===== src/rtl/sipo_deser.sv =====
// sipo_deser: MSB-first serial-to-parallel deserializer with a one-deep valid/ready holding register
module sipo_deser #(
  parameter int WIDTH = 4
) (
  input  logic             clk,
  input  logic             rst,
  input  logic             start,
  input  logic             data_in,
  output logic [WIDTH-1:0] par_out,
  output logic             par_valid,
  input  logic             par_ready,
  output logic             busy,
  output logic             overrun,
  input  logic             clear_ovr
);
  localparam int CW = $clog2(WIDTH);
  localparam logic [CW-1:0] LAST = CW'(WIDTH - 1);
  typedef enum logic {IDLE, SHIFT} state_t;
  state_t           state, state_n;
  logic [WIDTH-2:0] shift_reg, shift_n;
  logic [CW-1:0]    bit_cnt, cnt_n;
  logic [WIDTH-1:0] word, par_out_n;
  logic             last, free, par_valid_n, overrun_n;
  always_ff @(posedge clk or posedge rst) begin
    if (rst) begin
      state     <= IDLE;
      shift_reg <= '0;
      bit_cnt   <= '0;
      par_out   <= '0;
      par_valid <= 1'b0;
      overrun   <= 1'b0;
    end else begin
      state     <= state_n;
      shift_reg <= shift_n;
      bit_cnt   <= cnt_n;
      par_out   <= par_out_n;
      par_valid <= par_valid_n;
      overrun   <= overrun_n;
    end
  end
  always_comb begin
    word        = {shift_reg, data_in};
    last        = (state == SHIFT) && !start && (bit_cnt == LAST);
    free        = !par_valid || par_ready;
    state_n     = (start || (state == SHIFT && !last)) ? SHIFT : IDLE;
    shift_n     = start ? {{(WIDTH-2){1'b0}}, data_in} : (state == SHIFT) ? word[WIDTH-2:0] : shift_reg;
    cnt_n       = start ? CW'(1) : last ? '0 : (state == SHIFT) ? bit_cnt + CW'(1) : bit_cnt;
    par_out_n   = (last && free) ? word : par_out;
    par_valid_n = (last && free) ? 1'b1 : par_ready ? 1'b0 : par_valid;
    overrun_n   = (last && !free) ? 1'b1 : clear_ovr ? 1'b0 : overrun;
  end
  assign busy = (state == SHIFT);
endmodule

===== config.mk =====
export PLATFORM = sky130hd
export DESIGN_NAME = sipo_deser
export DESIGN_NICKNAME = d
export VERILOG_FILES = /design/src/rtl/sipo_deser.sv
export SDC_FILE = /design/constraint.sdc
export NUM_CORES = 1
export LEC_CHECK = 0
export ABC_CLOCK_PERIOD_IN_PS = 3500
export BUFFER_PORTS_ARGS = -buffer_cell sky130_fd_sc_hd__buf_4
export CAP_MARGIN = 5
export CORE_AREA = 10 10 47 49
export DETAILED_ROUTE_END_ITERATION = 16
export DIE_AREA = 0 0 57 59
export HOLD_SLACK_MARGIN = 0.05
export MAX_ROUTING_LAYER = met4
export PLACE_DENSITY_LB_ADDON = 0.1
export SYNTH_ARGS = -nofsm -noshare
export SYNTH_HDL_FRONTEND = slang
export SYNTH_SLANG_ARGS = --single-unit

===== constraint.sdc =====
create_clock -name clk -period 3.5 [get_ports clk]
set_input_delay 0.35 -clock clk [delete_from_list [all_inputs] [get_ports clk]]
set_output_delay 0.35 -clock clk [all_outputs]
set_load 0.03 [all_outputs]

# == Yosys cells after proc, flatten, opt, wreduce, memory -nomap -nowiden ==
# Index checks and enable logic that the tools add are counted.
# totals
regBits,12
elab_cells,33
mem_bits_rw,0
latchBits,0
memories,0
romBits,0
in_bits,6
# op_classes
reduce_logical,15
n_lt_le_gt_ge,0
n_addsub,1
multipliers,0
n_div,0
shift,0
n_bitwise,0
mux,10
n_eq_ne,1
# op_table
op,count
2-bit two-way mux,3
3-bit two-way mux,2
2-bit nonzero test,3
1-bit logical AND,5
1-bit two-way mux,5
1-bit logical NOT,4
3-bit nonzero test,1
2-bit by 1-bit adder with 2-bit output (second input constant),1
2-bit == test (second input constant),1
1-bit logical OR,2

# == Logic depth before layout (Yosys ltp) ==
# Gate-level depths: netlist of run 1.
# depth
ltp_word,7
mapped_depth,4
depth_no_buf,4

# == Worst setup path before layout of run 1 ==
# No wires, ideal clock.
# synth_path
path_type,register -> register
startpoint,register state (netlist: busy)
endpoint,register par_out[0]
setup_ns,0.125
t_arrival_ns,1.261
n_path_buf,1
path_slack_ns,2.114
stages_incl_launch_ff,5
cell_sequence,dfrtp_1 -> buf_6 -> nand3b_4 -> nor2b_4 -> mux2_4
# synth_between
elab_chain_cells,3
# synth_rtl
item,line_no,rtl
start: declaration,19,"state_t state, state_n;"
start signal: assignment,33,state <= state_n;
1-bit logical AND (2 in series),43,last = (state == SHIFT) && !start && (bit_cnt == LAST);
1-bit logical AND,48,par_out_n = (last && free) ? word : par_out;
end signal: assignment,36,par_out <= par_out_n;
end: declaration,9,"output logic [WIDTH-1:0] par_out,"
# No other way between the ends.
# A chain may end at the register's enable or synchronous reset.

# == Worst setup path in the final report of run 1 ==
# layout_path
startpoint,register state (netlist: busy)
endpoint,output busy
# layout_rtl
item,line_no,rtl
end: declaration,12,"output logic busy,"
# No word-level cell between the ends.

==> flow_results.org, run 1 <==
** Logic synthesis
- Cell area after technology mapping :: 522 µm²
- Yosys warnings :: 0
- The number of nets in the synthesized netlist is 44.
- After technology mapping, the gate count stands at 37.
- Of the synthesized area, sequential elements account for 57.6%.
- Post-synthesis average cell area :: 14.1 µm²
- Yosys mapped the design onto 16 distinct sky130hd cell types.
- Counting flops and latches in the post-synthesis netlist gives 12.

** Clock network
- After clock tree synthesis, the clock-pin slew on the worst setup and hold paths is 0.07 ns.
- Clock tree synthesis found a total of 12 sinks.
- Hold buffer count at CTS :: 0
- Worst-Skew Late Latency :: 0.26 ns
- Number of buffers added by the clock tree synthesis step :: 3
- Buffers inserted by post-CTS timing repair :: 0
- The clock passes through at most 2 buffers.
- H-tree levels :: 1
- CTS Root Buffer Type :: clkbuf_4
- Number of gates given a new drive strength after cts :: 0
- TritonCTS built the clock tree.

** Power and ir drop
- Power density cells :: 834 nW/µm²
- Total power consumption of the routed design :: 548 µW
- Total leakage power :: 0.000357 µW
- Peak supply drop :: 0.253 mV

** Global routing
- The via count of the first global-routing pass came to 384.
- Remaining global-route overflow :: 0
- Global routing used 6.56% of the available tracks across all layers.
- The number of antenna violations at the first check in global routing is 0.
- Entering global routing, the biggest net connects 13 pins.
- The first global-routing pass estimated 1690 µm of wire.

** Finish
- The layout has 147 filler cells.
- For this run, the post-layout net count is 60.
- Area of the multi-input gates :: 199 µm²
- Flip-flop count of the largest register, all copies and words added :: 4
- Of the cells placed in the final design, the portion with a size suffix greater than 1 is 44.2%.
- The area growth from synthesis to layout is 25.9%.
- Count of antenna diodes in the layout :: 0
- Storage element area :: 300 µm²

** Outcome
- The run finished with clean final reports.

** Worst setup path
- Cell-by-cell listing of the critical path :: buf_4
- Maximum fanout count along the critical path :: 7
- Data arrival at the endpoint of the critical path :: 1.04 ns
- Cell class contributing the biggest share of worst-path delay :: flip-flops
- The slowest stage of the critical path is the dfrtp_1 cell.
- CP Capture Type :: primary output
- Kind of launch point of the worst setup path :: flip-flop
- Crit path buffers/inverters :: 1
- Critical path required time :: 3.15 ns
- The worst setup path is of the reg -> out kind.
- On the worst path, the slowest cell contributes a delay of 0.55 ns.

** STA
- The count of endpoints failing hold in the final timing report was 0.
- Setup TNS :: 0 ns
- Highest clock frequency the design can meet :: 718 MHz
- Measured against its own limit, the worst slew margin works out to 71.3%.
- Worst Max-Slew Pin Slew :: 0.429 ns
- Setup repair after global routing left no endpoint under its margin.
- For the final database, setup skew stands at 0.00141 ns.
- The max-slew violation total from the final report is 0.
- Once routing completed, OpenROAD measured the worst setup slack at 2.11 ns.
- Setup-failing EPs final :: 0
- After layout, the minimum clock period comes to 1.39 ns.
- Dividing the final minimum period by the clock period gives 39.8%.

** Route
- Starting DRT DRC Count :: 5
- Drt via density :: 4.74
- The final route contains 322 vias.
- Per-cell routed wire length :: 14.0 µm
- In the routed design, unresolved DRC markers number 0.
- Final routed wirelength across all metal layers :: 949 µm
- Before antenna repair, the detailed router went through 2 iterations.
- Residual antenna-violating net count after detailed routing :: 0

** Floorplan
- In this run the standard cell core region covers 1400 µm².
- Standard-cell rows :: 14
- 13 I/O pins were placed.
- Die Width :: 57 µm
- The die covers 3360 µm².
- Die height :: 59 µm
- Initial core utilization :: 37.2%

** Placement
- Routability-driven placement finished with a final weighted congestion of 0.707.
- Buffers placed on the I/O ports in this run total 12.
- Timing analysis after detailed placement gives a worst setup slack of 2.11 ns.
- After legalization and detailed placement, the total HPWL measured 808 µm.

** Worst hold path
- The path class of the tightest hold or removal check is in -> async.

** Job
- Max-cap violations in this run came to 0.
[synthesized netlist by cell type]
cell type | n | area, µm²
mux2i_1 | 3 | 30.0
dfrtp_1 | 12 | 300
o21bai_1 | 1 | 7.51
inv_1 | 3 | 11.3
nand2_1 | 1 | 3.75
o31ai_1 | 1 | 7.51
buf_6 | 1 | 11.3
nand3b_4 | 1 | 20.0
a21oi_1 | 1 | 5.00
mux2_2 | 1 | 11.3
ha_1 | 1 | 12.5
o22ai_1 | 1 | 6.26
nand2b_1 | 1 | 6.26
mux2_4 | 4 | 60.1
nor2_1 | 4 | 15.0
nor2b_4 | 1 | 13.8
[area by class of cell]
| class | count | share of cell area (%) |
|---|---|---|
| Sequential cell | 12 | 45.7 |
| Tap cell | 16 | 3.05 |
| Timing Repair Buffer | 12 | 13.7 |
| Inverter | 3 | 1.71 |
| Multi-Input combinational cell | 21 | 30.3 |
| Clock buffer | 4 | 5.52 |
[layout by cell type (no fill, tap or decap)]
cell type / count
dfrtp_1: 12
buf_4: 12
nor2_1: 4
mux2_4: 4
mux2i_1: 3
inv_1: 3
clkbuf_4: 3
nand3b_4: 1
nand2b_1: 1
o22ai_1: 1
nand2_1: 1
nor2b_4: 1
mux2_2: 1
o21bai_1: 1
a21oi_1: 1
o31ai_1: 1
ha_1: 1
clkbuf_8: 1
[worst paths after layout]
path | from | end | slack (ns) | cells after the start
worst max-delay path | busy | busy | 2.11 | 1
worst min-delay path | rst | overrun | 0.08 | 2
worst max register to register | bit_cnt[0] | par_out[3] | 2.13 | 4
worst min register to register | bit_cnt[0] | bit_cnt[0] | 0.50 | 1
max in group asynchronous | rst | shift_reg[0] | 3.12 | 2
min in group clk | clear_ovr | overrun | 0.27 | 2
[per-layer routing]
metal  share of wire, %  global-route usage, %
met1                 43                   6.37
met2                 46                   10.2
met3                 11                   3.43
met4                  0                   4.03
met5                  0                      -
[power by group]
| part | internal, µW | switching [µW] |
|---|---|---|
| combinational | 105 | 115 |
| sequential | 183 | 38.2 |
| clock | 63.1 | 43.5 |
[kinds of logic (layout without fill, tap and decap cells)]
family / count (synthesis) / in the layout / share of synthesized area, %
mux: 8 / 8 / 19.4
compound gates: 4 / 4 / 5.04
simple gates: 8 / 8 / 11.3
flops: 12 / 12 / 57.6
buf+inv: 4 / 19 / 4.32
fa+ha+maj: 1 / 1 / 2.40
[through the flow]
step           utilization (%)  instance area, µm²  hold WS, ns  std cells
6_report                  46.9                 657       0.0809         68
5_1_grt                   46.9                 657        0.123         68
4_1_cts                   46.9                 657       0.0935         68
3_5_place_dp              44.3                 621        0.382         64
3_3_place_gp              44.3                 621        0.368         64
2_1_floorplan                -                 522        0.215         37
No activity file was read; power rests on OpenSTA's default activity.
==> run 2, diff against run 1 <==
- ABC_AREA: default -> 1
- ABC_CLOCK_PERIOD_IN_PS: 3500 -> 1100
- clock period: 3.5 -> 1.1 ns (I/O delays scaled with it)
==> flow_results.org, run 2 <==
** Power and ir drop
- The total power per unit cell area is 2500 nW/µm² (was 834 nW/µm²).
- The total power after layout is 1720 µW (was 548 µW).
- The share of total power in sequential cells is 39.9% (was 40.4%).
- Switching share of total power :: 39.4% (was 35.9%)
- Clk network pwr share :: 20.5% (was 19.4%)
- The combinational share of power was 39.6% (was 40.2%).
- The power dissipated by switching net loads was 677 µW (was 197 µW).
- Peak supply drop :: 1.17 mV (was 0.253 mV)
- Total leakage power :: 0.000369 µW (was 0.000357 µW)
- Cell internal pwr :: 1040 µW (was 351 µW)

** Placement
- Placed wire-length estimate after detailed placement :: 767 µm (was 808 µm)
- The final weighted congestion in routability-driven placement is 0.731 (was 0.707).
- The number of buffer cells added on primary ports came to 12 (unchanged).
- The number of instances in the placed design was 83 (was 64).

** Logic synthesis
- The complex-gate fraction of the synthesized area is 6.07% (was 5.04%).
- Number of nets produced by synthesis :: 62 (was 44)
- The flip-flop cell with the highest count after synthesis is dfrtp_1 (unchanged).
- The fraction of the mapped netlist area in simple logic gates was 26.7% (was 11.3%).
- Leading area contributor after synthesis :: dfrtp_1 (unchanged)
- The parity-gate share of the synthesized area counting xor and xnor cells is 0% (unchanged).
- Cell types with the largest area share after synthesis :: dfrtp_1 (58%), nand2_1 (13%), inv_1 (5.8%) (was dfrtp_1 (58%), mux2_4 (12%), mux2i_1 (5.8%))
- Synthesized instance count :: 55 (was 37)
- The fraction of synthesized area in multiplexers is 0% (was 19.4%).
- Count of flip-flops with a built-in enable after synthesis :: 0 (unchanged)
- Synth unique cells :: 15 (was 16)
- Cell area after technology mapping :: 515 µm² (was 522 µm²)
- Seq/Total Area, Yosys :: 58.3% (was 57.6%)
- Portion of synthesized cell area occupied by the leading cell type :: 58.3% (was 57.6%)
- Most numerous cell types in the synthesized netlist :: nand2_1 (18), dfrtp_1 (12), inv_1 (8) (was dfrtp_1 (12), mux2_4 (4), nor2_1 (4))
- The yosys synthesis warning count is 0 (unchanged).
- Adder-cell share of the synthesized area :: 2.43% (was 2.40%)
- Most frequent cell after synthesis :: nand2_1 (was dfrtp_1)
- Post-synthesis average cell area :: 9.37 µm² (was 14.1 µm²)
- Largest family of logic cells by synthesized area :: simple AND/OR/NAND/NOR gates (was multiplexers)
- The proportion of register bits with asynchronous set or reset after synthesis is 100% (unchanged).
- Number of register bits inferred by synthesis :: 12 (unchanged)

** Floorplan
- The floorplan core area is 1400 µm² (unchanged).
- Die Width :: 57 µm (unchanged)
- The count of boundary I/O pins was 13 (unchanged).
- The die area was 3360 µm² (unchanged).
- Standard-cell rows :: 14 (unchanged)
- The starting density of the core came to 36.8% (was 37.2%).
- Die height :: 59 µm (unchanged)

** Clock network
- CTS tree :: done (unchanged)
- The number of clock buffers inserted by TritonCTS was 3 (unchanged).
- The level count of the clock H-tree was 1 (unchanged).
- The clock-pin transition on the worst setup and hold timing paths is 0.08 ns (was 0.07 ns).
- Worst-Skew Late Latency :: 0.27 ns (was 0.26 ns)
- The clock tree root buffer cell was clkbuf_4 (unchanged).
- Total number of clock tree sinks :: 12 (unchanged)
- The number of buffers between clock root and the deepest sink is 2 (unchanged).

** STA
- The final setup violation count was 0 (unchanged).
- Final critical path time including I/O delays and setup :: 1.00 ns
- Setup TNS :: 0 ns (unchanged)
- The slew of the pin with the lowest slew margin was 0.454 ns (was 0.429 ns).
- The final critical path takes up 91.3% of the cycle.
- The max-slew violation total from the final report came to 0 (unchanged).
- The worst slack on hold paths was 0.0640 ns (was 0.0809 ns).
- Setup repair after global routing missed its margin :: false (unchanged)
- Static timing analysis puts the maximum clock frequency at 995 MHz.
- The worst slew slack as a fraction of its limit came to 69.7% (was 71.3%).
- Final hold viol count :: 0 (unchanged)
- Worst Skew :: 0.00431 ns (was 0.00141 ns)

** Finish
- Post-synthesis to final-layout area growth :: 33.0% (was 25.9%)
- The utilization after layout is 48.9% (was 46.9%).
- The proportion of layout cells with a drive suffix above 1 was 30.6% (was 44.2%).
- The final instance count without filler cells is 88 (was 68).
- The number of antenna repair diodes came to 0 (unchanged).
- The number of flip-flops under the largest register name was 4 (unchanged).
- Most frequent cells in the layout :: nand2_1 (18), buf_4 (12), dfrtp_1 (11) (was dfrtp_1 (12), buf_4 (12), nor2_1 (4), mux2_4 (4))
- Final #Nets :: 80 (was 60)
- Leaving out fill and tap cells, the most frequent cell in the layout is nand2_1.

** Global routing
- The busiest layer in global routing is met2 (unchanged).
- Wire length of the first global-routing pass :: 1760 µm (was 1690 µm)
- Global-route track usage on met1 :: 7.77% (was 6.37%)
- Met3 layer usage reported by global route :: 3.00% (was 3.43%)
- Vias in the first global route :: 409 (was 384)
- The met2 routing resource usage after global routing came to 8.68% (was 10.2%).
- The number of antenna violations at the first check in global routing is 0 (unchanged).
- The final global-route overflow total is 0 (unchanged).
- The pin count of the biggest net entering global routing was 13 (unchanged).
- GRT Overall Usage :: 6.80% (was 6.56%)

** Worst setup path
- The family with the most delay on the worst path is flip-flops (unchanged).
- The classification of the worst setup path is reg -> out (unchanged).
- Kind of launch point of the worst setup path :: flip-flop (unchanged)
- Largest stage delay on the critical path :: 0.44 ns (was 0.55 ns)
- The slowest cell on the critical path is dfrtp_2 (was dfrtp_1).
- Crit path buffers/inverters :: 1 (unchanged)
- The maximum fanout encountered on the critical timing path came to 5 (was 7).
- Critical path required time :: 0.99 ns (was 3.15 ns)
- The critical path capture point type is a primary output (unchanged).
- Cell-by-cell listing of the critical path: buf_4 (unchanged).
- The signal arrival time at the worst endpoint is 0.89 ns (was 1.04 ns).

** Worst hold path
- The class of the tightest hold or removal check is in -> reg (was in -> async).

** Outcome
- Run status :: completed (unchanged)

** Route
- The length of the first detailed-routing pass in iterations is 4 (was 2).
- The number of DRC markers after the initial detailed-route iteration was 5 (unchanged).
- The number of vias per cell was 4.52 (was 4.74).
- DRC :: 0 (unchanged)
- Detailed-route via count :: 398 (was 322)
- Per-cell routed wire length :: 11.4 µm (was 14.0 µm)
- Residual antenna-violating net count after detailed routing :: 0 (unchanged)
- The final wirelength came to 1000 µm (was 949 µm).

** Job
- The number of maximum-capacitance violations was 0 (unchanged).
## run 2: repair_timing
| action | 4_1_cts | 5_1_grt |
|---|---|---|
| endpoints found under the setup margin | 0 | 5 |
| resized for setup | 0 | 2 |
| buffers inserted | 0 | 0 |
| hold endpoints to repair | 12 | 0 |
| hold buffers | 1 | 0 |
## run 2: final timing paths
check                      startpoint         end  depth (start not counted)  slack (ns)
setup reg to reg                 busy  par_out[0]                          5        0.13
min in group asynchronous         rst     overrun                          3        0.40
hold reg to reg            par_out[0]  par_out[0]                          2        0.47
max in group asynchronous         rst        busy                          3        0.37
hold / removal              clear_ovr     overrun                          4        0.06
setup / recovery                 busy        busy                          1         0.1
## run 2: layout make-up
class	count	area, µm²
Timing Repair Buffer	13	100
Sequential cell	12	302
Fill cell	137	716
Multi-Input combinational cell	34	194
Tap cell	16	20.0
Inverter	9	33.8
Clock buffer	4	36.3
## run 2: cells by family (layout without fill, tap and decap cells)
group | count (synthesis) | count (layout)
AOI/OAI and AO/OA | 6 | 6
adders and majority gates | 1 | 1
buffers and inverters | 9 | 26
DFF | 12 | 12
and+or+nand+nor | 27 | 27
## run 2: metrics by stage
| step | worst slack, ns | cell area [µm²] |
|---|---|---|
| 2_1_floorplan | 0.0685 | 517 |
| 5_1_grt | 0.0149 | 686 |
| 6_report | 0.0952 | 686 |
| 4_1_cts | 0.0498 | 673 |
| 3_5_place_dp | 0.0720 | 627 |
| 3_3_place_gp | 0.0773 | 627 |
## run 2: metal layers
| layer | wire, µm | share of wire, % |
|---|---|---|
| met4 | 14 | 1.4 |
| met3 | 88 | 8.8 |
| met5 | 0 | 0 |
| met2 | 426 | 42 |
| met1 | 474 | 47 |
## run 2: power by group through the flow
stage	logic [µW]	registers [µW]	clock network [µW]
6_report	680	685	352
5_1_grt	751	706	379
4_1_cts	666	671	365
3_5_place_dp	661	680	0
3_3_place_gp	656	680	0
2_1_floorplan	263	844	0
## run 2: worst register-to-register path, delay by kind of cell, from the launching register on
family                 cells  cell delay, ns
buffers and inverters      1            0.08
and+or+nand+nor            4            0.37
DFF                        1            0.41
